<file path="src/rtl/left_shift_pipe_pkg.sv">
`default_nettype none
// ============================================================================
//  Module      : left_shift_pipe_pkg
//  Description : Shared constants and helpers for the pipelined left shifter.
//                Provides the ceiling-log2 used to size the shift port and the
//                number of pipeline stages derived from the data width.
//  Revision    : 1.0  initial release
// ============================================================================
package left_shift_pipe_pkg;

  // Ceiling log2. Values of 0 or 1 return 0.
  function automatic int clog2(input int value);
    int result;
    result = 0;
    for (int i = 0; i < 31; i++) begin
      if ((1 << i) < value) result = i + 1;
    end
    return result;
  endfunction

  // One pipeline stage per bit of the shift amount.
  function automatic int num_stages(input int data_width);
    return clog2(data_width);
  endfunction

  localparam int C_DEFAULT_WIDTH  = 8;
  localparam int C_DEFAULT_STAGES = num_stages(C_DEFAULT_WIDTH);

endpackage : left_shift_pipe_pkg
`default_nettype wire

</file>
<file path="src/rtl/left_shift_pipe_stage.sv">
`default_nettype none
// ============================================================================
//  Module      : LeftShiftStage
//  Description : One registered stage of the barrel shifter. Shifts its data
//                left by 2^stageIdx when the matching bit of the carried shift
//                amount is set, and forwards the shift amount and valid flag.
//  Revision    : 1.0  initial release
// ============================================================================
module LeftShiftStage
  import left_shift_pipe_pkg::*;
#(
  parameter int width    = 8,
  parameter int stageIdx = 0
) (
  input  logic                    clk,
  input  logic                    rst,
  input  logic                    en_i,
  input  logic                    valid_i,
  input  logic [width-1:0]        data_i,
  input  logic [clog2(width)-1:0] shift_i,
  output logic                    valid_o,
  output logic [width-1:0]        data_o,
  output logic [clog2(width)-1:0] shift_o
);

  localparam int C_SW  = clog2(width);
  localparam int C_AMT = 1 << stageIdx;

  logic             valid_q, valid_d;
  logic [width-1:0] data_q,  data_d;
  logic [C_SW-1:0]  shift_q, shift_d;

  // Next-state: conditional shift by this stage's power of two; hold when stalled.
  always_comb begin
    valid_d = valid_q;
    data_d  = data_q;
    shift_d = shift_q;
    if (en_i) begin
      valid_d = valid_i;
      shift_d = shift_i;
      data_d  = shift_i[stageIdx] ? (data_i << C_AMT) : data_i;
    end
  end

  // Stage registers; reset clears flag, data and shift amount.
  always_ff @(posedge clk or negedge rst) begin
    if (!rst) begin
      valid_q <= 1'b0;
      data_q  <= '0;
      shift_q <= '0;
    end else begin
      valid_q <= valid_d;
      data_q  <= data_d;
      shift_q <= shift_d;
    end
  end

  assign valid_o = valid_q;
  assign data_o  = data_q;
  assign shift_o = shift_q;

endmodule : LeftShiftStage
`default_nettype wire

</file>
<file path="src/rtl/left_shift_pipe.sv">
`default_nettype none
// ============================================================================
//  Module      : left_shift_pipe
//  Description : Logical left barrel shifter split into clog2(width) register
//                stages with a single global advance enable. Zeros fill from
//                the LSB; bubbles travel as ordinary slots.
//  Revision    : 1.0  initial release
// ============================================================================
module left_shift_pipe
  import left_shift_pipe_pkg::*;
#(
  parameter int width = 8
) (
  input  logic                    clk,
  input  logic                    rst,
  input  logic [width-1:0]        iBits,
  input  logic [clog2(width)-1:0] shift,
  input  logic                    iValid,
  output logic                    iReady,
  output logic [width-1:0]        oBits,
  output logic                    oValid,
  input  logic                    oReady
);

  localparam int C_S  = num_stages(width);
  localparam int C_SW = clog2(width);

  // Index 0 is the block input; index k+1 is the output of stage k.
  logic             w_valid [0:C_S];
  logic [width-1:0] w_data  [0:C_S];
  logic [C_SW-1:0]  w_shift [0:C_S];
  logic             w_en;
  logic             w_unused_shift;

  assign w_valid[0] = iValid;
  assign w_data[0]  = iBits;
  assign w_shift[0] = shift;

  // The whole pipe moves only when the output slot is empty or being taken.
  assign w_en   = !oValid || oReady;
  assign iReady = w_en;

  generate
    for (genvar k = 0; k < C_S; k++) begin : g_stage
      LeftShiftStage #(
        .width    (width),
        .stageIdx (k)
      ) u_stage (
        .clk     (clk),
        .rst     (rst),
        .en_i    (w_en),
        .valid_i (w_valid[k]),
        .data_i  (w_data[k]),
        .shift_i (w_shift[k]),
        .valid_o (w_valid[k+1]),
        .data_o  (w_data[k+1]),
        .shift_o (w_shift[k+1])
      );
    end
  endgenerate

  // The final stage's carried shift amount has no consumer.
  assign w_unused_shift = ^w_shift[C_S];

  assign oBits  = w_data[C_S];
  assign oValid = w_valid[C_S];

endmodule : left_shift_pipe
`default_nettype wire

</file>
<file path="config.mk">
export PLATFORM = sky130hd
export DESIGN_NAME = left_shift_pipe
export DESIGN_NICKNAME = d
export VERILOG_FILES = /design/src/rtl/left_shift_pipe_pkg.sv /design/src/rtl/left_shift_pipe_stage.sv /design/src/rtl/left_shift_pipe.sv
export SDC_FILE = /design/constraint.sdc
export NUM_CORES = 1
export LEC_CHECK = 0
export BUFFER_PORTS_ARGS = -buffer_cell sky130_fd_sc_hd__buf_2
export CORE_UTILIZATION = 25
export CTS_CLUSTER_DIAMETER = 120
export CTS_CLUSTER_SIZE = 28
export DETAILED_ROUTE_END_ITERATION = 7
export PLACE_DENSITY = 0.53
export REMOVE_ABC_BUFFERS = 1
export SETUP_SLACK_MARGIN = 0.02
export SLEW_MARGIN = 25
export SYNTH_ARGS = -nofsm -noshare
export SYNTH_HDL_FRONTEND = slang
export SYNTH_SLANG_ARGS = --single-unit
</file>
<file path="constraint.sdc">
create_clock -name clk -period 1.2 [get_ports clk]
set_input_delay 0.18 -clock clk [delete_from_list [all_inputs] [get_ports clk]]
set_output_delay 0.18 -clock clk [all_outputs]
set_load 0.03 [all_outputs]
</file>
; ---- Yosys cells after proc, flatten, opt, wreduce, memory -nomap -nowiden
; Cells that the tools add are included.
[word_totals]
wordCells = 13
regBits = 33
input_bits = 15
out_inout_bits = 10
[op_classes]
muxes = 3
reduce_logical = 2
[ops]
columns = cell, count
row1 = $mux W8, 3
row2 = $logic_not A1 Y1, 1
row3 = $logic_or A1 B1 Y1, 1

; ---- Depth between registers and ports, before layout
[depth]
depth_word = 2
mapped_depth = 3
mapped_depth_nobuf = 2

; ---- Hierarchy
; From an unflattened synthesis, not the netlist that was laid out.
[hier_totals]
cells_unflattened = 130
hier_area_um2 = 1602.8
[by_module_without_submodules]
columns = module, seq_area_each_um2, instances, cells_each, area_per_inst_um2
row1 = LeftShiftStage (g_stage[0].u_stage), 300.3, 1, 43, 535.5
row2 = LeftShiftStage (g_stage[1].u_stage), 300.3, 1, 43, 533.0
row3 = LeftShiftStage (g_stage[2].u_stage), 300.3, 1, 43, 528.0
row4 = left_shift_pipe, 0.0, 1, 1, 6.3

; ---- Worst setup path after synthesis
; OpenSTA, ideal clock, no wires.
[synth_timing]
kind = register to register
from = register g_stage[2].u_stage.valid_q
to = register g_stage[0].u_stage.shift_q[1]
path_buffers = 1
setup_time_ns = 0.125
setup_slack_ns = -0.101
stages_incl_launch_ff = 4
required_ns = 1.075
period_less_slack_ns = 1.301
arrival_ns = 1.176
path_cell_list = dfrtp_1 > nand2b_4 > buf_6 > mux2_2
[synth_via]
elab_chain_cells = 2
[synth_rtl]
columns = item, line
row1 = "start, declared", left_shift_pipe_stage.sv:29  ; logic valid_q, valid_d;
row2 = "start signal, assigned", left_shift_pipe_stage.sv:52  ; valid_q <= valid_d;
row3 = $logic_not A1 Y1, left_shift_pipe.sv:40  ; assign w_en = !oValid || oReady;
row4 = $logic_or A1 B1 Y1, left_shift_pipe.sv:40
row5 = net iReady, left_shift_pipe.sv:19  ; output logic iReady,
row6 = "end signal, assigned", left_shift_pipe_stage.sv:54  ; shift_q <= shift_d;
row7 = "end, declared", left_shift_pipe_stage.sv:31  ; logic [C_SW-1:0] shift_q, shift_d;
; The timed path passes the listed nets, and every way through them passes these cells.
; A chain may end at the register's enable or synchronous reset.

; ---- Worst setup path after layout
[layout_timing]
from = register g_stage[2].u_stage.valid_q
to = output port iReady
[layout_via]
elab_chain_cells = 2
[layout_rtl]
columns = item, line
row1 = $logic_not A1 Y1, left_shift_pipe.sv:40
row2 = $logic_or A1 B1 Y1, left_shift_pipe.sv:40
row3 = "end, declared", left_shift_pipe.sv:19
; No other way between the ends.

==> key figures <==
Status
  • Outcome: finished clean

Placed design
  • Cell Area, Placed: 1760 um2
  • Post-place setup slack: -77.0 ps
  • Final GP Congestion: 0.671
  • DP Wirelength: between 1.5 and 2 mm
  • IO buf count: 24

Drt
  • DRC violations left: 0
  • Post-route ant nets: 0
  • Routed length per instance: between 10 and 15 um
  • Initial DRC count: 22
  • Drt via density: 4.06
  • Post-Route WL: 2.40 mm
  • TritonRoute pass-1 iters: 2
  • DR vias: 833

Die
  • Initial Util: 25.9%
  • Core Box Area: just under 6000 um2
  • IO Pins: 25
  • Die footprint: about 6400 um2
  • Die Span X: 80.3 um
  • # rows: 28
  • Die H: 80.3 um

Setup path
  • Crit Path Class: reg -> out
  • Worst Setup End Kind: primary output
  • Setup crit start: g_stage[2].u_stage.valid_o
  • Startpoint Class: flop
  • Worst Path Arrival: 1020 ps
  • RR Startpoint: g_stage[2].u_stage.valid_o
  • RR Endpoint: g_stage[1].u_stage.shift_o[2]
  • Worst r2r path cells: 4
  • R2r setup slk: 20 ps
  • Req. time, crit path: 1020 ps
  • CP max FO: 4

Timing
  • Final setup viols: 0
  • Setup WS post-layout: about 1.4 ps
  • Worst slew pin tran: 380 ps
  • Max_slew headroom: approximately three quarters
  • Tcrit/Tclk final: 99.9%
  • Max Freq: about 830 MHz
  • Post-layout minimum cycle time: 1200 ps
  • Max-slew violations: 0
  • WHS: 141 ps
  • RSZ-0062 raised after global routing: true
  • Clk_skew: about 6.8 ps
  • TNS Setup: 0 ps
  • Final hold violation count: 0

Global route
  • Number of global-route vias before repair: between 800 and 900
  • Largest net degree at the start of global routing: 31
  • Global-route wire length before repair: ~4.0 mm
  • GRT overflow: 0
  • Total track usage: about 8.5%
  • Initial antenna violation count: 0

Pwr
  • Clock power share: 20.2%
  • Sequential Power Share: 39.7%
  • Combinational Power Share: about two fifths
  • Leak: between 0.9 and 1 nW
  • P per Cell Area: just over 2000 nW/um2
  • Int Power: around 2.8 mW
  • Sw Share: 30.0%
  • Max VDD drop: 0.834 mV
  • Sw power: roughly 1.2 mW

Min path
  • Hold crit path type: in -> reg
  • Hold Path Stages: 2
  • Min-Delay Endpoint: g_stage[0].u_stage.valid_o
  • Hold path start: iValid

Yosys
  • Top post-synthesis cells by count: 34 x mux2_4, 30 x dfrtp_1, 8 x mux2_2
  • Post-synth EDFFs: 0
  • Post-synth cell types: 10
  • Most frequent cell after synthesis: mux2_4
  • Sequential area share after synthesis: 49.0%
  • Number of synthesized register bits: 30
  • Async S/R FF share, synth: 100%
  • YS warnings: 0
  • Avg Inst Size Synth: about 17 um2
  • Cells after synthesis: between 90 and 100
  • Area leader, netlist: dfrtp_1
  • Share of the synthesized area in the top cell type: 49.0%
  • Largest cells by area after synthesis: dfrtp_1 49%, mux2_4 33%, mux2_2 5.9%
  • Post-Synthesis Cell Area: 1530 um2
  • Main synth FF type: dfrtp_1

Layout
  • Finished Core Util: 33.0%
  • Layout cells sized above 1: 71.5%
  • Final instance area: 1950 um2
  • Final net count: 144
  • N_diodes: 0
  • Synth-to-layout area growth: 27.5%

Clock tree
  • Clock Root Buffer: clkbuf_8
  • Clock Path Buffers: 2
  • CTS tree: built
  • CTS Buf Count: 5
  • Skew-Pair Late Insertion Delay: 270 ps
  • Clock-pin slew on the worst setup and hold paths: 60 ps
  • H-tree levels: 2
  • CTS Sinks: 30

Flow run
  • Maximum Capacitance Violations: 0
## cells by family after synthesis
logic type / share of synthesized area [%]
buf+inv: 4.41
simple gates: 4.41
mux: 42.2
flops: 49.0
## what timing repair did
action                                  4_1_cts  5_1_grt
resized for setup                            16        1
hold buffers                                  1        0
setup buffers                                 4        1
endpoints found under the setup margin       17       28
hold endpoints to repair                     30        0
## layer usage
metal / track usage (%) / vias to the layer above / routed length (um)
met1: 9.96 / 410 / 1170
met2: 13.2 / 22 / 1080
li1: - / 396 / -
met3: 3.52 / 5 / 113
met5: 0 / - / 0
met4: 4.29 / 0 / 39
## layout by cell type (no fill, tap or decap), types with 2 or more instances in the layout
cell	n
nor2b_1	5
buf_6	3
dfrtp_2	2
mux2_2	3
dfrtp_1	28
mux2_4	43
clkbuf_8	6
buf_2	23
buf_4	7
buf_12	2
## flip-flops by register name, summed over array words and instances (netlist names)
register	cells
g_stage.u_stage.valid_o	3
g_stage.u_stage.shift_o	3
g_stage.u_stage.data_o	24
## cell type report
class / count / area (um2)
tap: 75 / 93.8
clock buffer: 7 / 86.3
multi-input combinational: 55 / 747
timing repair buffer: 37 / 267
clock inverter: 1 / 5.00
fill: 591 / 3970
sequential: 30 / 753
## power groups by stage
stage	clock (mW)	sequential (mW)	combinational [mW]
floorplan	0	1.78	0.845
global placement	0	1.59	1.44
detailed placement	0	1.60	1.46
CTS	0.845	1.59	1.60
global route	0.880	1.63	1.69
finish	0.806	1.58	1.60
## stage by stage
| stage | cells | power (mW) |
|---|---|---|
| floorplan | 85 | 2.63 |
| global placement | 191 | 3.03 |
| detailed placement | 191 | 3.06 |
| CTS | 204 | 4.04 |
| global route | 205 | 4.21 |
| finish | 205 | 3.98 |
## worst max path at each step
stage	endpoint
floorplan	g_stage[0].u_stage.shift_o[1]
global placement	g_stage[1].u_stage.data_o[7]
detailed placement	g_stage[1].u_stage.data_o[3]
CTS	iReady
global route	iReady
finish	iReady
## critical path, stage by stage, from the launching register on
cell and delay (ps):
dfrtp_1 400, nand2b_4 100, buf_6 120, buf_6 130
No activity file was read; power rests on OpenSTA's default activity.
